--- src/rtl/tile_drain_pkg.sv ---
// Shared configuration for the tile datapath: array geometry, accumulator
// width, drain FIFO depth and the drain FSM state encoding.
package tile_drain_pkg;

  localparam int ACC_W            = 32;
  localparam int ARRAY_N          = 4;
  localparam int DRAIN_FIFO_DEPTH = 4;

  typedef enum logic [1:0] {
    S_IDLE  = 2'd0,
    S_RUN   = 2'd1,
    S_FLUSH = 2'd2
  } drain_state_e;

endpackage

--- src/rtl/drain_fifo.sv ---
// Small synchronous FIFO with registered occupancy count and a combinational
// head word. DEPTH must be a power of two.
module drain_fifo #(
  parameter int W     = 32,
  parameter int DEPTH = 4
) (
  input  logic                     clk,
  input  logic                     rst_n,
  input  logic                     push,
  input  logic [W-1:0]             push_data,
  input  logic                     pop,
  output logic [W-1:0]             head,
  output logic                     empty,
  output logic [$clog2(DEPTH):0]   count
);

  localparam int PW = $clog2(DEPTH);

  logic [W-1:0]  mem [DEPTH];
  logic [PW-1:0] wr_ptr;
  logic [PW-1:0] rd_ptr;
  logic          do_pop;
  logic          full;

  assign empty  = (count == '0);
  assign full   = (count == (PW+1)'(DEPTH));
  assign do_pop = pop && !empty;
  assign head   = mem[rd_ptr];

  // Storage is cleared on reset so the head reads as zero out of reset.
  always_ff @(posedge clk or negedge rst_n) begin
    if (!rst_n) begin
      for (int i = 0; i < DEPTH; i++) mem[i] <= '0;
      wr_ptr <= '0;
      rd_ptr <= '0;
      count  <= '0;
    end else begin
      if (push) begin
        mem[wr_ptr] <= push_data;
        wr_ptr      <= wr_ptr + 1'b1;
      end
      if (do_pop) rd_ptr <= rd_ptr + 1'b1;
      case ({push, do_pop})
        2'b10:   count <= count + 1'b1;
        2'b01:   count <= count - 1'b1;
        default: count <= count;
      endcase
    end
  end

  overflow_check: assert property (@(posedge clk) disable iff (!rst_n)
    !(push && full && !do_pop));

endmodule

--- src/rtl/tile_drain.sv ---
// Streams count words of a tile BRAM out on a valid/ready port, prefetching
// reads into a 4-entry FIFO to hide the one-cycle BRAM read latency.
module tile_drain
  import tile_drain_pkg::*;
#(
  parameter int W     = ACC_W,
  parameter int DEPTH = ARRAY_N * ARRAY_N
) (
  input  logic                       clk,
  input  logic                       rst_n,
  input  logic                       start_drain,
  input  logic [$clog2(DEPTH):0]     count,
  output logic                       busy,
  output logic                       drain_done,
  output logic                       bram_re,
  output logic [$clog2(DEPTH)-1:0]   bram_raddr,
  input  logic [W-1:0]               bram_rdata,
  output logic                       out_valid,
  input  logic                       out_ready,
  output logic [W-1:0]               out_data,
  output logic                       out_last
);

  // Stream handshake: a word transfers on any rising edge where out_valid
  // and out_ready are both high; while out_valid is high and out_ready low,
  // out_data and out_last hold.

  localparam int AW  = $clog2(DEPTH);
  localparam int CW  = AW + 1;
  localparam int FCW = $clog2(DRAIN_FIFO_DEPTH) + 1;

  drain_state_e   state;
  drain_state_e   state_nxt;
  logic [CW-1:0]  cnt_l;
  logic [CW-1:0]  cnt_sat;
  logic [CW-1:0]  issued;
  logic [CW-1:0]  sent;
  logic [AW-1:0]  rd_addr;
  logic           re_q;
  logic [FCW-1:0] fifo_count;
  logic [FCW-1:0] credit_used;
  logic           fifo_empty;
  logic           hs;
  logic           last_word;
  logic           last_hs;

  // A request of 0, or anything beyond the BRAM, drains the whole tile.
  assign cnt_sat = (count == '0 || count > CW'(DEPTH)) ? CW'(DEPTH) : count;

  // Reads in flight (re_q) still need a FIFO slot, so they count as used.
  assign credit_used = fifo_count + FCW'(re_q);
  assign out_valid   = !fifo_empty;
  assign hs          = out_valid && out_ready;
  assign last_word   = (sent == cnt_l - CW'(1));
  assign out_last    = out_valid && last_word;
  assign last_hs     = hs && last_word;
  assign bram_raddr  = rd_addr;

  always_ff @(posedge clk or negedge rst_n) begin
    if (!rst_n) state <= S_IDLE;
    else        state <= state_nxt;
  end

  always_comb begin
    state_nxt = state;
    case (state)
      S_IDLE:  if (start_drain) state_nxt = S_RUN;
      S_RUN: begin
        if (last_hs)                                  state_nxt = S_IDLE;
        else if (issued + CW'(bram_re) == cnt_l)      state_nxt = S_FLUSH;
      end
      S_FLUSH: if (last_hs) state_nxt = S_IDLE;
      default: state_nxt = S_IDLE;
    endcase
  end

  always_comb begin
    busy    = (state != S_IDLE);
    bram_re = (state == S_RUN) && (issued < cnt_l) &&
              (credit_used < FCW'(DRAIN_FIFO_DEPTH));
  end

  always_ff @(posedge clk or negedge rst_n) begin
    if (!rst_n) begin
      cnt_l      <= '0;
      issued     <= '0;
      sent       <= '0;
      rd_addr    <= '0;
      re_q       <= 1'b0;
      drain_done <= 1'b0;
    end else begin
      re_q       <= bram_re;
      drain_done <= last_hs;
      if (state == S_IDLE && start_drain) begin
        cnt_l   <= cnt_sat;
        issued  <= '0;
        sent    <= '0;
        rd_addr <= '0;
      end else begin
        if (bram_re) begin
          issued  <= issued + 1'b1;
          rd_addr <= rd_addr + 1'b1;
        end
        if (hs) sent <= sent + 1'b1;
      end
    end
  end

  drain_fifo #(
    .W     (W),
    .DEPTH (DRAIN_FIFO_DEPTH)
  ) u_fifo (
    .clk       (clk),
    .rst_n     (rst_n),
    .push      (re_q),
    .push_data (bram_rdata),
    .pop       (hs),
    .head      (out_data),
    .empty     (fifo_empty),
    .count     (fifo_count)
  );

endmodule

--- config.mk ---
export PLATFORM = sky130hd
export DESIGN_NAME = tile_drain
export DESIGN_NICKNAME = d
export VERILOG_FILES = /design/src/rtl/tile_drain_pkg.sv /design/src/rtl/drain_fifo.sv /design/src/rtl/tile_drain.sv
export SDC_FILE = /design/constraint.sdc
export NUM_CORES = 1
export LEC_CHECK = 0
export BUFFER_PORTS_ARGS = -buffer_cell sky130_fd_sc_hd__buf_4
export CAP_MARGIN = 20
export CELL_PAD_IN_SITES_DETAIL_PLACEMENT = 0
export CELL_PAD_IN_SITES_GLOBAL_PLACEMENT = 1
export CORE_UTILIZATION = 30
export CTS_CLUSTER_DIAMETER = 80
export DETAILED_ROUTE_END_ITERATION = 10
export GPL_TIMING_DRIVEN = 0
export PLACE_DENSITY = 0.64
export SYNTH_ARGS = -nofsm -noshare
export SYNTH_HDL_FRONTEND = slang
export SYNTH_SLANG_ARGS = --single-unit
--- constraint.sdc ---
create_clock -name clk -period 3.25 [get_ports clk]
set_input_delay 0.325 -clock clk [delete_from_list [all_inputs] [get_ports clk]]
set_output_delay 0.325 -clock clk [all_outputs]
set_load 0.01 [all_outputs]
-- Yosys cells after proc, flatten, opt, wreduce, memory -nomap -nowiden
Cells that the tools add are included.
- memory bits (read-only): 0
- word-level logic and storage cells: 78
- register bits: 158
- memories kept: 0
- memory bits (writable): 0
- latch bits: 0
- reductions and logical operators: 18
- multiplexer cells: 19
- eq/ne operators: 9
- bitwise gates (word level): 2
- shift operators: 0
- $lt $le $gt $ge: 6
- add/subtract/negate cells: 10
- divide/modulo/power cells: 0
- multiply operators: 0
- operators with widths (cell ; number):
    128-bit bitwise mux ; 1
    32-bit two-way mux ; 3
    32-bit binary-select mux with 2-bit select ; 1
    32-bit demux with 2-bit select ; 1
    5-bit two-way mux ; 5
    5-bit by 1-bit adder with 5-bit output, second input constant ; 2
    5-bit equality test ; 2
    1-bit logical AND ; 8
    2-bit two-way mux ; 4
    4-bit two-way mux ; 2
    2-bit nonzero test ; 4
    3-bit greater-or-equal comparator, second input constant ; 2
    2-bit inverter with 3-bit output ; 2
    2-bit case mux with 3 select lines ; 1
    3-bit case mux with 2 select lines ; 1
    5-bit by 1-bit adder with 5-bit output ; 1
    5-bit > comparator, second input constant ; 1
    5-bit zero test ; 1
    5-bit < comparator ; 1
    5-bit by 1-bit subtractor with 5-bit output, second input constant ; 1
    2-bit by 1-bit adder with 2-bit output, second input constant ; 2
    4-bit by 1-bit adder with 4-bit output, second input constant ; 1
    2-bit by 1-bit equality test with 1-bit output, second input constant ; 2
    2-bit equality test, second input constant ; 2
    12 further kinds ; 13

-- Logic depth before layout (Yosys ltp)
- depth after elaboration: 8
- gate-level depth with buffers: 13
- gate-level depth less buffers: 12

-- Modules after synthesis
A second synthesis with hierarchy kept.
- cell total of the unflattened synthesis: 487
- area total of the unflattened synthesis: 7442.1 sq um
- modules (own cells, without submodules) (module ; times used ; cells an instance ; area each (sq um) ; sequential area each (sq um)):
    drain_fifo ; 1 ; 345 ; 6030.8 ; 3378.2
    tile_drain ; 1 ; 142 ; 1411.4 ; 575.6

-- Least setup slack after synthesis
OpenSTA, ideal clock, no wires.
- path type: register -> register
- start point: register cnt_l[2]
- end point: register state[1]
- library setup time: 0.078 ns
- data arrival time: 2.553 ns
- cell stages (with the launch flop): 14
- path slack: 0.619 ns
- cell sequence: dfrtp_1 > inv_1 > ha_1 > o21a_1 > nor2_1 > o311a_1 > buf_6 > ha_1 > ha_1 > xnor2_1 > o211ai_1 > a211oi_1 > nand2b_1 > a21oi_1
- longest elaborated chain between the ends: 7
- RTL lines (element ; RTL line ; text):
    from (decl) ; tile_drain.sv:34 ; logic [CW-1:0] cnt_l;
    from (signal assigned) ; tile_drain.sv:95 ; cnt_l <= cnt_sat;
    5-bit < comparator ; tile_drain.sv:79 ; bram_re = (state == S_RUN) && (issued < cnt_l) &&
    1-bit logical AND (2 in series) ; tile_drain.sv:79 ;
    via bram_re ; tile_drain.sv:15 ; output logic bram_re,
    5-bit by 1-bit adder with 5-bit output ; tile_drain.sv:70 ; else if (issued + CW'(bram_re) == cnt_l) state_nxt = S_FLUSH;
    5-bit equality test ; tile_drain.sv:70 ;
    3-bit inequality test (no source line) ; -- ;
    3-bit AND reduction (no source line) ; -- ;
    to (signal assigned) ; tile_drain.sv:61 ; else state <= state_nxt;
    to (decl) ; tile_drain.sv:32 ; drain_state_e state;
The timed path passes the listed nets, and every way through them passes these cells.
A chain may end at the register's enable or synchronous reset.

-- Final worst setup path
- start point: register cnt_l[2]
- end point: register state[1]
- longest elaborated chain between the ends: 7
- RTL lines (element ; RTL line):
    5-bit < comparator ; tile_drain.sv:79
    1-bit logical AND (2 in series) ; tile_drain.sv:79
    5-bit by 1-bit adder with 5-bit output ; tile_drain.sv:70
    5-bit equality test ; tile_drain.sv:70
    3-bit inequality test (no source line) ; --
    3-bit AND reduction (no source line) ; --
Several ways; a longest one is shown, not always the timed one.

==> results.py <==
metrics = {
    "run_status": {
        "status": "finished, final reports clean",
    },
    "timing": {
        "maxSlewHeadroom_pct": 47.6,
        "rsz0062_at_grt": "no",
        "finalCriticalPeriod_ps": 2850,
        "skew_ps": 9.70,
        "fin_tns_setup_ps": 0,
        "clock.fmax_ghz": 0.351,
        "finalHoldViolCount": 0,
        "worst_pin_slew_ps": 786,
        "min_period_over_period_pct": 87.7,
        "fin_hold_ws_ps": 148,
        "maxSlewViolCount": 0,
        "setup_viol": 0,
    },
    "grt": {
        "grt_pass1_wl_mm": 25.9,
        "track_usage_pct": 13.9,
        "grt_max_degree": 95,
        "gr-usage-met2_pct": 24.4,
        "grt_pass1_vias": 4892,
        "busiest_layer": "met2",
        "met3_usage_pct": 3.33,
        "grt_overflow": 0,
        "use_met1_pct": 16.6,
        "antenna_found_initial": 0,
    },
    "power_and_ir_drop": {
        "pwr_density_cell_nw_per_um2": 1060,
        "max-vdd-ir-drop_mv": 0.345,
        "leakage_nw": 3.85,
    },
    "place": {
        "io_buffers": 81,
        "gp_congestion": 0.732,
        "dp_hpwl_mm": 10.9,
    },
    "yosys": {
        "synth.distinct_cells": 41,
        "synthArstFlopShare_pct": 100,
        "yosys_warnings": 0,
        "synth_nets": 546,
        "synth_area_leaders": "dfrtp_1 54%, mux2_2 20%, mux4_2 9.9%, ha_1 2.8%, xor2_1 1.6%",
        "synth_xor_xnor_area_share_pct": 3.02,
        "synth_fa_ha_area_share_pct": 3.04,
        "synth_edf_count": 0,
        "synth_top_family_by_area": "multiplexers",
        "synth.area.mux_share_pct": 30.9,
        "ys.flop_type": "dfrtp_1",
        "synth-compound-area-share_pct": 1.83,
        "yosys_register_bits": 158,
        "syn_inst": 488,
        "avgSynthCellArea_um2": 14.9,
        "synth_top_area_share_pct": 54.5,
        "yosysSeqAreaShare_pct": 54.5,
        "synth-simple-area-share_pct": 4.24,
        "netlist_area_um2": 7260,
        "synth_top_cell_by_area": "dfrtp_1",
    },
    "setup_path": {
        "endpoint": "state[1]",
        "cp_cell_sequence": "inv_1 > ha_1 > o21a_1 > nor2_1 > o311a_1 > buf_6 > ha_1 > ha_1 > xnor2_1 > o211ai_1 > a211oi_2 > nand2b_1 > a21oi_1",
        "crit_path_max_fanout": 12,
        "slowest_stage": "dfrtp_2",
        "crit_arrival_ps": 3200,
        "r2r_slack_ps": 400,
        "r2r_cells": 13,
        "crit_type": "reg2reg",
        "reg2reg_to": "state[1]",
        "cp-start-kind": "flop",
        "r2r_start": "cnt_l[2]",
        "critPathLaunch": "cnt_l[2]",
        "cp_top_family": "compound AO/OA/AOI/OAI gates",
        "crit_cells": 13,
        "crit_top_cell": "ha_1",
        "worst-path-buf-inv": 2,
        "cp.required_ps": 3600,
        "crit_path_end_kind": "flop",
        "cpPeakStageDelay_ps": 450,
    },
    "clocking": {
        "cts_sinks": 158,
        "clkSlewWorstSetupHoldPaths_ps": 70,
        "htree_levels": 4,
        "root_buffer": "clkbuf_16",
        "cts_setup_buffers": 0,
        "cts_tree": "done",
        "clock_path_buffers": 2,
        "cts_buffers": 17,
        "clock_latency_ps": 420,
    },
    "final_layout": {
        "num-nets-final": 648,
        "fillCellCount": 2277,
        "drive_above_1_share_pct": 47.1,
        "area_delta_synth_final_pct": 22.0,
        "diodes": 0,
    },
    "floorplanning": {
        "io_pins": 82,
        "die_w_um": 158,
        "num_rows": 56,
        "start_util_pct": 30.7,
        "core_region_area_um2": 23600,
        "die_h_um": 158,
        "die_area_um2": 24800,
    },
    "drt": {
        "ant_nets": 0,
        "via_per_inst": 4.65,
        "dr.pass1.iters": 4,
        "route.vias.total": 4286,
        "initialDrtViolationCount": 113,
        "route.detailed.drc": 0,
        "routed_wl_mm": 15.7,
        "avgRoutedWirePerCell_um": 17.0,
    },
    "flow_run": {
        "cap_viol_max_count": 0,
    },
    "worst_hold_path": {
        "whs_path_depth": 3,
        "min_path_type": "in2reg",
    },
}
-- through the flow --
stage	setup slack, ps	util, %	power [mW]	cells	area, µm²
after floorplan	619	-	6.12	488	7260
after global placement	301	35.0	7.41	888	8260
after detailed placement	227	35.1	7.67	889	8290
after CTS	181	37.4	9.54	922	8840
after global routing	81.4	37.5	10.1	922	8850
final	399	37.5	9.38	922	8850
-- report_power, final --
group | internal (mW) | total, mW | leakage (nW) | switching [mW]
clock network | 0.995 | 1.83 | 0.263 | 0.837
registers | 2.93 | 3.46 | 1.87 | 0.530
logic | 2.37 | 4.08 | 1.71 | 1.71
-- state kept, by name, indices dropped and copies added, names as in the netlist --
name / count
cnt_l: 5
u_fifo.mem: 128
u_fifo.rd_ptr: 2
state: 2
u_fifo.count: 3
issued: 5
drain_done: 1
re_q: 1
bram_raddr: 4
u_fifo.wr_ptr: 2
sent: 5
-- area by class of cell --
class                           instances  area, µm²  area share, %
Clock buffer                           19        433           4.89
Sequential cell                       158       3960           44.7
Buffer                                 27        124           1.40
Timing Repair Buffer                   83        649           7.34
Inverter                               15       56.3          0.636
Multi-Input combinational cell        288       3130           35.3
Tap cell                              319        399           4.51
Clock inverter                         13        105           1.19
-- synth_stat cells (8+ instances only) --
master and instances:
buf_1 13, dfrtp_1 158, ha_1 16, inv_1 15, mux2_2 128, mux2i_1 8
mux4_2 32, nand2_1 16, nor2_1 16, xnor2_1 12, xor2_1 13
-- tightest hold or removal path: stages --
cell	delay (ps)
buf_4	80
nand3b_1	60
o21ai_0	60
-- what timing repair did --
| action | 4_1_cts | 5_1_grt |
|---|---|---|
| endpoints found under the setup margin | 0 | 2 |
| hold buffers | 1 | 0 |
| hold endpoints to repair | 64 | 0 |
| gates resized for setup | 0 | 2 |
-- how the worst min path moves through the flow --
| stage | startpoint | endpoint | slack (ps) |
|---|---|---|---|
| after floorplan | rst_n | bram_raddr[0] | 30 |
| after global placement | bram_raddr[3] | bram_raddr[3] | 470 |
| after detailed placement | rst_n | u_fifo.mem[42] | 360 |
| after CTS | count[3] | cnt_l[3] | 130 |
| after global routing | bram_rdata[18] | u_fifo.mem[82] | 140 |
| final | count[3] | cnt_l[3] | 150 |
-- kinds of logic (layout without fill, tap and decap cells) --
| kind of cell | Yosys count | count (layout) |
|---|---|---|
| AO/OA/AOI/OAI | 19 | 19 |
| buffers and inverters | 42 | 157 |
| XOR/XNOR | 25 | 25 |
| adder cells (fa/ha/maj) | 17 | 17 |
| AND/OR/NAND/NOR | 59 | 59 |
| multiplexers | 168 | 168 |
| flip-flops | 158 | 158 |
-- cell usage in the layout, fill, tap and decap left out, types with 2 or more instances in the layout --
| master | netlist | routed |
|---|---|---|
| buf_4 | 0 | 80 |
| a21oi_1 | 2 | 2 |
| inv_8 | 0 | 2 |
| nand4_1 | 5 | 5 |
| buf_2 | 6 | 6 |
| xor2_1 | 13 | 13 |
| mux2i_1 | 8 | 8 |
| mux2_2 | 128 | 128 |
| nand2_1 | 16 | 16 |
| mux4_2 | 32 | 32 |
| clkinv_2 | 0 | 3 |
| dfrtp_1 | 158 | 157 |
| nand3b_1 | 5 | 5 |
| nand2b_1 | 4 | 4 |
| nor2_1 | 16 | 16 |
| clkbuf_16 | 0 | 17 |
| ha_1 | 16 | 16 |
| and2_1 | 2 | 2 |
| inv_6 | 0 | 5 |
| clkbuf_1 | 6 | 8 |
| o21ai_0 | 6 | 6 |
| nand3_1 | 2 | 2 |
| inv_1 | 15 | 15 |
| clkinvlp_4 | 0 | 2 |
| xnor2_1 | 12 | 12 |
| buf_6 | 2 | 3 |
| buf_1 | 13 | 13 |
-- routing by layer --
layer | part of all wire, % | wire [µm] | up-vias
met4 | 1.5 | 240 | 0
met1 | 44 | 6860 | 2231
li1 | - | - | 1964
met2 | 51 | 8030 | 73
met3 | 3.5 | 553 | 18
met5 | 0 | 0 | -
No activity file was read; power rests on OpenSTA's default activity.
